**src/rtl/gtf_axil_pkg.sv**
```systemverilog
// gtf_axil_pkg: FSM state, AXI response codes and watchdog width
// shared by the AXI-Lite master and its watchdog.
package gtf_axil_pkg;
    typedef enum logic [2:0] {IDLE, WR_REQ, WR_RESP, RD_REQ, RD_DATA, RSP} state_t;
    localparam logic [1:0] AXI_RESP_OKAY = 2'b00;
    localparam logic [1:0] AXI_RESP_SLVERR = 2'b10;
    localparam int WDOG_W = 16;
endpackage

```
**src/rtl/axil_watchdog.sv**
```systemverilog
// axil_watchdog: saturating cycle counter that flags an overlong AXI-Lite transaction.
module axil_watchdog
    import gtf_axil_pkg::*;
#(
    parameter int TIMEOUT_CYCLES = 1024
) (
    input  logic clk,
    input  logic rst_n,
    input  logic clear,
    input  logic enable,
    output logic expired
);
    localparam logic [WDOG_W-1:0] LIMIT = WDOG_W'(TIMEOUT_CYCLES);
    logic [WDOG_W-1:0] cnt;
    // Flag the cycle whose increment reaches the limit so the caller aborts on that same edge.
    assign expired = enable && cnt >= LIMIT - 1'b1;
    always_ff @(posedge clk or negedge rst_n) begin
        if (!rst_n) cnt <= '0;
        else if (clear) cnt <= '0;
        else if (enable && cnt != LIMIT) cnt <= cnt + 1'b1;
    end
endmodule

```
**src/rtl/gtf_axil_master.sv**
```systemverilog
// gtf_axil_master: single-outstanding AXI4-Lite master driven by a cmd/rsp handshake,
// with a watchdog that aborts transactions the slave never completes.
module gtf_axil_master
    import gtf_axil_pkg::*;
#(
    parameter int TIMEOUT_CYCLES = 1024,
    parameter int ADDR_W = 32
) (
    input  logic              sys_if_clk,
    input  logic              sys_if_rstn,
    input  logic              cmd_valid,
    output logic              cmd_ready,
    input  logic              cmd_write,
    input  logic [ADDR_W-1:0] cmd_addr,
    input  logic [31:0]       cmd_wdata,
    input  logic [3:0]        cmd_wstrb,
    output logic              rsp_valid,
    input  logic              rsp_ready,
    output logic [31:0]       rsp_rdata,
    output logic [1:0]        rsp_resp,
    output logic              rsp_timeout,
    output logic [ADDR_W-1:0] m_axil_awaddr,
    output logic [2:0]        m_axil_awprot,
    output logic              m_axil_awvalid,
    input  logic              m_axil_awready,
    output logic [31:0]       m_axil_wdata,
    output logic [3:0]        m_axil_wstrb,
    output logic              m_axil_wvalid,
    input  logic              m_axil_wready,
    input  logic [1:0]        m_axil_bresp,
    input  logic              m_axil_bvalid,
    output logic              m_axil_bready,
    output logic [ADDR_W-1:0] m_axil_araddr,
    output logic [2:0]        m_axil_arprot,
    output logic              m_axil_arvalid,
    input  logic              m_axil_arready,
    input  logic [31:0]       m_axil_rdata,
    input  logic [1:0]        m_axil_rresp,
    input  logic              m_axil_rvalid,
    output logic              m_axil_rready
);
    state_t state;
    logic busy, expired, aw_ok, w_ok, done;
    assign m_axil_awprot = 3'b000;
    assign m_axil_arprot = 3'b000;
    assign busy = state != IDLE && state != RSP;
    always_comb begin
        aw_ok = !m_axil_awvalid || m_axil_awready;
        w_ok = !m_axil_wvalid || m_axil_wready;
        done = state == WR_REQ ? aw_ok && w_ok :
               state == WR_RESP ? m_axil_bvalid :
               state == RD_REQ ? m_axil_arready :
               state == RD_DATA ? m_axil_rvalid : 1'b0;
    end
    axil_watchdog #(.TIMEOUT_CYCLES(TIMEOUT_CYCLES)) u_wdog (
        .clk(sys_if_clk),
        .rst_n(sys_if_rstn),
        .clear(cmd_valid && cmd_ready),
        .enable(busy),
        .expired(expired)
    );
    always_ff @(posedge sys_if_clk or negedge sys_if_rstn) begin
        if (!sys_if_rstn) begin
            state <= IDLE;
            cmd_ready <= 1'b1;
            rsp_valid <= 1'b0;
            rsp_rdata <= '0;
            rsp_resp <= AXI_RESP_OKAY;
            rsp_timeout <= 1'b0;
            m_axil_awaddr <= '0;
            m_axil_awvalid <= 1'b0;
            m_axil_wdata <= '0;
            m_axil_wstrb <= '0;
            m_axil_wvalid <= 1'b0;
            m_axil_bready <= 1'b0;
            m_axil_araddr <= '0;
            m_axil_arvalid <= 1'b0;
            m_axil_rready <= 1'b0;
        end else begin
            case (state)
                IDLE: if (cmd_valid) begin
                    cmd_ready <= 1'b0;
                    if (cmd_write) begin
                        state <= WR_REQ;
                        m_axil_awaddr <= cmd_addr;
                        m_axil_wdata <= cmd_wdata;
                        m_axil_wstrb <= cmd_wstrb;
                        m_axil_awvalid <= 1'b1;
                        m_axil_wvalid <= 1'b1;
                    end else begin
                        state <= RD_REQ;
                        m_axil_araddr <= cmd_addr;
                        m_axil_arvalid <= 1'b1;
                    end
                end
                WR_REQ: begin
                    if (m_axil_awready) m_axil_awvalid <= 1'b0;
                    if (m_axil_wready) m_axil_wvalid <= 1'b0;
                    if (aw_ok && w_ok) begin
                        m_axil_awvalid <= 1'b0;
                        m_axil_wvalid <= 1'b0;
                        m_axil_bready <= 1'b1;
                        state <= WR_RESP;
                    end
                end
                WR_RESP: if (m_axil_bvalid) begin
                    m_axil_bready <= 1'b0;
                    rsp_valid <= 1'b1;
                    rsp_resp <= m_axil_bresp;
                    rsp_rdata <= '0;
                    rsp_timeout <= 1'b0;
                    state <= RSP;
                end
                RD_REQ: if (m_axil_arready) begin
                    m_axil_arvalid <= 1'b0;
                    m_axil_rready <= 1'b1;
                    state <= RD_DATA;
                end
                RD_DATA: if (m_axil_rvalid) begin
                    m_axil_rready <= 1'b0;
                    rsp_valid <= 1'b1;
                    rsp_resp <= m_axil_rresp;
                    rsp_rdata <= m_axil_rdata;
                    rsp_timeout <= 1'b0;
                    state <= RSP;
                end
                RSP: if (rsp_ready) begin
                    rsp_valid <= 1'b0;
                    cmd_ready <= 1'b1;
                    state <= IDLE;
                end
                default: state <= IDLE;
            endcase
            // A phase that completes on the expiry cycle takes precedence over the abort.
            if (busy && expired && !done) begin
                m_axil_awvalid <= 1'b0;
                m_axil_wvalid <= 1'b0;
                m_axil_bready <= 1'b0;
                m_axil_arvalid <= 1'b0;
                m_axil_rready <= 1'b0;
                rsp_valid <= 1'b1;
                rsp_timeout <= 1'b1;
                rsp_resp <= AXI_RESP_SLVERR;
                rsp_rdata <= '0;
                state <= RSP;
            end
        end
    end
endmodule

```
**config.mk**
```make
export PLATFORM = sky130hd
export DESIGN_NAME = gtf_axil_master
export DESIGN_NICKNAME = d
export VERILOG_FILES = /design/src/rtl/gtf_axil_pkg.sv /design/src/rtl/axil_watchdog.sv /design/src/rtl/gtf_axil_master.sv
export SDC_FILE = /design/constraint.sdc
export NUM_CORES = 1
export LEC_CHECK = 0
export ABC_CLOCK_PERIOD_IN_PS = 1900
export BUFFER_PORTS_ARGS = -buffer_cell sky130_fd_sc_hd__buf_2
export CAP_MARGIN = 20
export CORE_MARGIN = 3
export CORE_UTILIZATION = 44
export CTS_CLUSTER_DIAMETER = 80
export CTS_CLUSTER_SIZE = 10
export DETAILED_ROUTE_END_ITERATION = 6
export GPL_ROUTABILITY_DRIVEN = 0
export MAX_ROUTING_LAYER = met4
export PLACE_DENSITY = 0.74
export SETUP_SLACK_MARGIN = 0.2
export SYNTH_ARGS = -nofsm -noshare
export SYNTH_HDL_FRONTEND = slang
export SYNTH_SLANG_ARGS = --single-unit
export TNS_END_PERCENT = 1
```
**constraint.sdc**
```tcl
create_clock -name sys_if_clk -period 1.9 [get_ports sys_if_clk]
set_input_delay 0 -clock sys_if_clk [delete_from_list [all_inputs] [get_ports sys_if_clk]]
set_output_delay 0 -clock sys_if_clk [all_outputs]
set_load 0.01 [all_outputs]
```
==> metrics.yaml, run 1 <==
ys.flop_type: "dfrtp_1"
r2r_slack_ns: -0.05
p_leak_nw: 5.38
coreArea_um2: 14600
start_util_pct: 45.3
setup_slack_ns: -0.0544
grt.met1_usage_pct: 30.5
boundaryPins: 262
hp-class: "in -> reg"
antenna_found_initial: 1
drc: 0
final_nets: 1154
synth-seq-cells: 161
r2r-end: "rsp_rdata[26]"
placed_area_um2: 8380
ys_seq_area_share_pct: 60.7
maxCapViolCount: 0
finalPower_w: 0.0160
port_buffers: 255
synth-xor-area-share_pct: 1.45
whs_ns: 0.0152
final_common_cell: "buf_2"
layout-drive-gt1-share_pct: 38.6
grt_use_met3_pct: 6.14
area_growth_pct: 55.6
worstPathArrival_ns: 2.31
finalSetupViolCount: 25
worstRegToRegCells: 6
grt_setup_unrepaired: "yes"
cp.required_ns: 2.25
synthAdderAreaFrac_pct: 0.377
clock.fmax_mhz: 512
post_cts_buffers: 0
avgSynthCellArea_um2: 10.3
cts_root_buffer: "clkbuf_16"
avgRoutedWirePerCell_um: 16.9
grtUsageTotal_pct: 25.3
synth_edf_count: 0
period_minus_slack_ns: 1.95
ant_nets: 0
synth_largest_area_cell: "dfrtp_1"
die_x_um: 129
synth_top_cell_area_share_pct: 60.3
layout_common_cells: "buf_2, nand2_1, dfrtp_1, dlygate4sd3_1, mux2_2"
status: "finished with violations"
final_max_slew_viol_count: 0
use_met2_pct: 40.9
violations: "setup timing"
clock_sinks: 161
routed_wl_mm: 20.9
reg2reg_from: "u_wdog.cnt[15]"
grt_pass1_vias: 6327
grt_busiest_layer: "met2"
finalHoldViolCount: 0
ys_warn_count: 0
drtPass1Iterations: 5
postSynthCellCount: 644
period_share_pct: 103
relSlewSlack_pct: 64.9
num_vias: 6226
power_density_nw_per_um2: 1550
num-fill-cells: 1018
worstMarginPinSlew_ns: 0.526
numCtsBuffers: 17
synth_simple_gate_area_share_pct: 20.3
multi_input_area_um2: 2570
synth_compound_area_share_pct: 7.95
worstHoldPathCells: 5
hold_start: "m_axil_rresp[0]"
skew_ns: 0.00948
synth_cell_type_count: 51
syn-cell-area_um2: 6640
overflow: 0
die_h_um: 129
whs_endpoint: "rsp_resp[0]"
htreeDepth: 4
rows: 44
dpl.hpwl_mm: 12.3
clk_pin_slew_worst_paths_ns: 0.06
cp-start-kind: "flop"
seqCellArea_um2: 4030
critical_path.max_fanout: 21
crit_type: "reg -> reg"
crit_path_end_kind: "flop"
die_area_um2: 16600
clk_latency_ns: 0.42
synth_top_family_by_area: "simple AND/OR/NAND/NOR gates"
viasPerCell: 5.04
drtIter0Drc: 321
grt_pass1_wl_mm: 32.1
ir_drop_uv: 884
synthTopCellsByArea: "dfrtp_1, nand2_1, mux2_2"
cts_tree: "built"
stdcell_area_um2: 10300
async_flop_share_pct: 100
grt_max_degree: 57
cts_buffer_depth: 2
synthMuxAreaShare_pct: 5.58
==> power by group <==
group          internal (W)  switching [W]  leakage (nW)
registers           0.00493       0.000920          2.03
logic               0.00311        0.00356          3.05
clock network       0.00203        0.00147         0.296
total                0.0101        0.00595          5.38
==> logic make-up (layout without fill, tap and decap cells) <==
group           count (synthesis)  count (layout)
simple gates                  320             320
flops                         161             161
compound gates                 72              72
buf+inv                        44             446
mux                            33              33
xor+xnor                       11              11
fa+ha+maj                       2               2
other cells                     1               7
==> worst max-delay path by stage <==
stage	endpoint	from	cells past startpoint	slack, ns
2_1_floorplan	rsp_rdata[21]	u_wdog.cnt[0]	8	0.01
3_3_place_gp	m_axil_wvalid	state[0]	6	-0.03
3_5_place_dp	state[0]	state[2]	7	-0.04
4_1_cts	rsp_rdata[7]	u_wdog.cnt[15]	6	-0.05
5_1_grt	rsp_rdata[5]	u_wdog.cnt[15]	6	-0.14
6_report	rsp_rdata[26]	u_wdog.cnt[15]	6	-0.05
==> synthesized netlist by cell type, types with 2 or more instances <==
library cell and number:
nand2_1 242, dfrtp_1 160, mux2_2 32, nor2_1 26
a22o_1 22, clkbuf_1 18, a21oi_1 15, nand3_1 10
o21ai_1 10, buf_2 7, nand2b_1 7, buf_4 6
inv_1 6, o21ai_0 6, xor2_1 6, buf_6 5
nand4_1 5, nor2b_1 5, nor3_1 5, or3_1 5
xnor2_1 5, a21o_1 4, o22a_1 3, a211oi_2 2
and3_1 2, buf_1 2, ha_1 2, nor4_1 2
nor4bb_1 2
==> per-stage QoR <==
stage | setup WS, ns | instances | setup TNS, ns | utilization (%)
finish | -0.0544 | 1236 | -0.875 | 70.5
global route | -0.135 | 1236 | -3.77 | 70.5
CTS | -0.0454 | 1233 | -0.991 | 69.2
detailed placement | -0.0370 | 1090 | -0.551 | 57.2
global placement | -0.0302 | 1090 | -0.0719 | 57.2
floorplan | 0.0109 | 649 | 0 | -
==> flip-flops by register name, summed over array words and instances (netlist names), 2 cells and up <==
register       count
rsp_resp           2
u_wdog.cnt        16
rsp_rdata         32
m_axil_wstrb       4
m_axil_araddr     32
m_axil_awaddr     32
m_axil_wdata      32
state              3
==> worst max-delay path: stages (launching register included) <==
cell and delay (ns):
dfrtp_1 0.38, or4_4 0.56, nor3_4 0.23, o2bb2ai_4 0.19, a21o_4 0.20, clkbuf_16 0.19, a22o_1 0.14
==> metal layers <==
| layer | wire length, µm | part of all wire [%] |
|---|---|---|
| met1 | 8170 | 39 |
| met2 | 10700 | 51 |
| met4 | 527 | 2.5 |
| met3 | 1510 | 7.2 |
| met5 | 0 | 0 |
==> cell type report <==
type	count	area share, %
well taps	184	2.23
clock buffers	19	4.38
multi-input cells	444	24.9
clock inverters	13	1.45
repair buffers	408	27.8
diodes	1	0.0242
flip-flops and latches	161	39.0
inverters	6	0.218
==> repair_timing <==
| item | CTS | global route |
|---|---|---|
| gates cloned | 0 | 2 |
| gates resized for setup | 11 | 35 |
| setup endpoints to repair | 120 | 160 |
| pin swaps | 8 | 15 |
| hold buffers | 111 | 0 |
| endpoints found under the hold margin | 301 | 0 |
No activity file was read; power rests on OpenSTA's default activity.
==> run 2: changes to the inputs <==
ABC_AREA = 1   (was unset)
CORE_UTILIZATION = 45   (was 44)
PLACE_DENSITY = 0.75   (was 0.74)
SKIP_CTS_REPAIR_TIMING = 1   (was unset)
==> metrics.yaml, run 2 <==
num-fill-cells: 1020  # +0.20%
synth_top_cell_area_share_pct: 57.3  # -3.0 points
overflow: 0  # unchanged
synth_cell_type_count: 38  # -25%
ant_nets: 0  # unchanged
worstRegToRegCells: 12  # +6
cp-start-kind: "flop"
switching_share_pct: 38.3  # +1.1 points
rows: 44  # unchanged
htreeDepth: 4  # unchanged
skew_ns: 0.0108  # +0.00134 ns
die_x_um: 131  # +1.4%
p_clk_share_pct: 22.5  # +0.6 points
ir_drop_uv: 1190  # +34%
status: "complete, no violations"
period_minus_slack_ns: 1.76  # -0.199 ns
die_h_um: 131  # +1.4%
critical_path.max_fanout: 8  # -62%
async_flop_share_pct: 100  # unchanged
grt_pass1_vias: 5580  # -12%
period_share_pct: 92.4  # -10 points
clk_latency_ns: 0.42  # about the same
clk_pin_slew_worst_paths_ns: 0.07  # about the same
layout.cells.non_filler: 1314  # +6.3%
avgRoutedWirePerCell_um: 16.6  # -1.6%
layout_common_cells: "buf_2, dfrtp_1, nand2_1, dlygate4sd3_1, o21ai_0"
postSynthCellCount: 716  # +11%
synth-seq-cells: 161  # unchanged
numCtsBuffers: 17  # unchanged
routed_wl_mm: 21.8  # +4.6%
area_growth_pct: 51.7
tns_ns: 0  # +0.875 ns
comb_power_share_pct: 41.1  # -0.6 points
crit_type: "reg -> reg"
avgSynthCellArea_um2: 9.76  # -5.3%
finalHoldViolCount: 0  # unchanged
finalSetupViolCount: 0  # -100%
ys_seq_area_share_pct: 57.7  # -3.1 points
grtUsageTotal_pct: 20.8  # -4.4 points
worstHoldPathCells: 4  # -1
final_common_cell: "buf_2"
coreArea_um2: 14900  # +1.5%
synth.top_cells.by_count: "dfrtp_1, nand2_1, o21ai_0"
synth_largest_area_cell: "dfrtp_1"
p_int_w: 0.00981  # -2.6%
layout-drive-gt1-share_pct: 40.7  # +2.1 points
ys_warn_count: 0  # unchanged
crit_path_end_kind: "flop"
viasPerCell: 5.05  # +0.17%
antenna_found_initial: 1  # unchanged
cts_buffer_depth: 2  # unchanged
die_area_um2: 17100  # +2.8%
syn-cell-area_um2: 6990  # +5.3%
final_nets: 1232  # +6.8%
p_leak_nw: 5.64  # +4.9%
cts_root_buffer: "clkbuf_16"
synth_edf_count: 0  # unchanged
power_density_nw_per_um2: 1500  # -3.3%
drtIter0Drc: 488  # +52%
clock_sinks: 161  # unchanged
ys.flop_type: "dfrtp_1"
drc: 0  # unchanged
worstPathArrival_ns: 2.11  # -0.20 ns
switching_power_w: 0.00608  # +2.2%
start_util_pct: 47.0  # +1.7 points
final_max_slew_viol_count: 0  # unchanged
cts_tree: "built"
grt_setup_unrepaired: "yes"
synthTopCellsByArea: "dfrtp_1, nand2_1, o21ai_0"
dp_cells: 1144  # +5.0%
port_buffers: 255  # unchanged
clock.fmax_mhz: 570  # +11%
p_seq_share_pct: 36.4  # about the same
num_vias: 6630  # +6.5%
synth.most_common_cell: "dfrtp_1"
placed_area_um2: 8510  # +1.6%
cp.required_ns: 2.26  # about the same
grt_max_degree: 53  # -7.0%
grt_pass1_wl_mm: 27.3  # -15%
stdcell_area_um2: 10600  # +2.6%
boundaryPins: 262  # unchanged
hp-class: "in -> reg"
dpl.hpwl_mm: 12.9  # +4.3%
maxCapViolCount: 0  # unchanged
drtPass1Iterations: 5  # unchanged
-- run 2: cell types whose count changed after synthesis, sizes merged, moves of 7 or more --
cell    change
o21ai      +65
nand2b      -7
a22o       -22
nand2      -48
o31ai       +9
nand3      +52
a21oi       -7
inv        +66
-- run 2: worst paths after layout --
path,end,slack [ns],from
setup / recovery,rsp_rdata[1],0.14,state[1]
hold / removal,cmd_ready,0.02,cmd_valid
setup reg to reg,rsp_rdata[1],0.14,state[1]
hold reg to reg,rsp_rdata[19],0.48,rsp_rdata[19]
max in group asynchronous,m_axil_wdata[10],1.09,sys_if_rstn
min in group asynchronous,m_axil_wdata[28],0.13,sys_if_rstn
-- run 2: power groups by stage --
| stage | clock network, W | logic, W | registers, W |
|---|---|---|---|
| after floorplan | 0 | 0.00270 | 0.00633 |
| after global placement | 0 | 0.00542 | 0.00570 |
| after detailed placement | 0 | 0.00559 | 0.00571 |
| after CTS | 0.00362 | 0.00559 | 0.00570 |
| after global routing | 0.00380 | 0.00711 | 0.00595 |
| final | 0.00358 | 0.00653 | 0.00579 |
-- run 2: stage by stage --
stage	hold slack (ns)	setup slack (ns)	util, %	total power [W]
5_1_grt	0.0416	0.0632	71.3	0.0169
6_report	0.0248	0.145	71.3	0.0159
4_1_cts	-0.457	0.0467	61.4	0.0149
3_5_place_dp	-0.0148	0.0571	57.3	0.0113
2_1_floorplan	-0.296	0.239	-	0.00904
3_3_place_gp	-0.00335	0.110	57.3	0.0111
-- run 2: critical path, stage by stage (launching register included) --
cell and delay (ns):
dfrtp_2 0.46, nor2_4 0.20, nand3_1 0.10, nand2_1 0.09, nand3_2 0.07, nand2_2 0.09, nand2_4 0.09, nand2_8 0.11
o31ai_4 0.09, buf_6 0.15, inv_6 0.11, nand2_2 0.07, nand2_1 0.07
-- run 2: per-layer routing --
metal / part of all wire [%] / vias up / GRT usage, %
li1: - / 3107 / -
met1: 39 / 3161 / 26.8
met2: 51 / 315 / 32.6
met3: 7.2 / 47 / 5.93
met4: 2.5 / 0 / 5.75
met5: 0 / - / -
-- run 2: area by class of cell --
cell class | instances | area (µm²) | area share (%)
antenna | 1 | 2.50 | 0.0236
clock buffer | 18 | 439 | 4.14
clock inverter | 14 | 175 | 1.65
inverter | 73 | 293 | 2.76
multi-input combinational | 451 | 2580 | 24.3
sequential | 161 | 4040 | 38.1
tap | 184 | 230 | 2.17
timing repair buffer | 409 | 2810 | 26.5
timing repair inverter | 3 | 36.3 | 0.342
-- run 2: logic make-up after synthesis --
group | share of synthesized area, %
compound gates | 7.75
buf+inv | 7.48
flops | 57.7
mux | 5.80
other cells | 0.0537
xor+xnor | 1.00
simple gates | 19.9
fa+ha+maj | 0.358
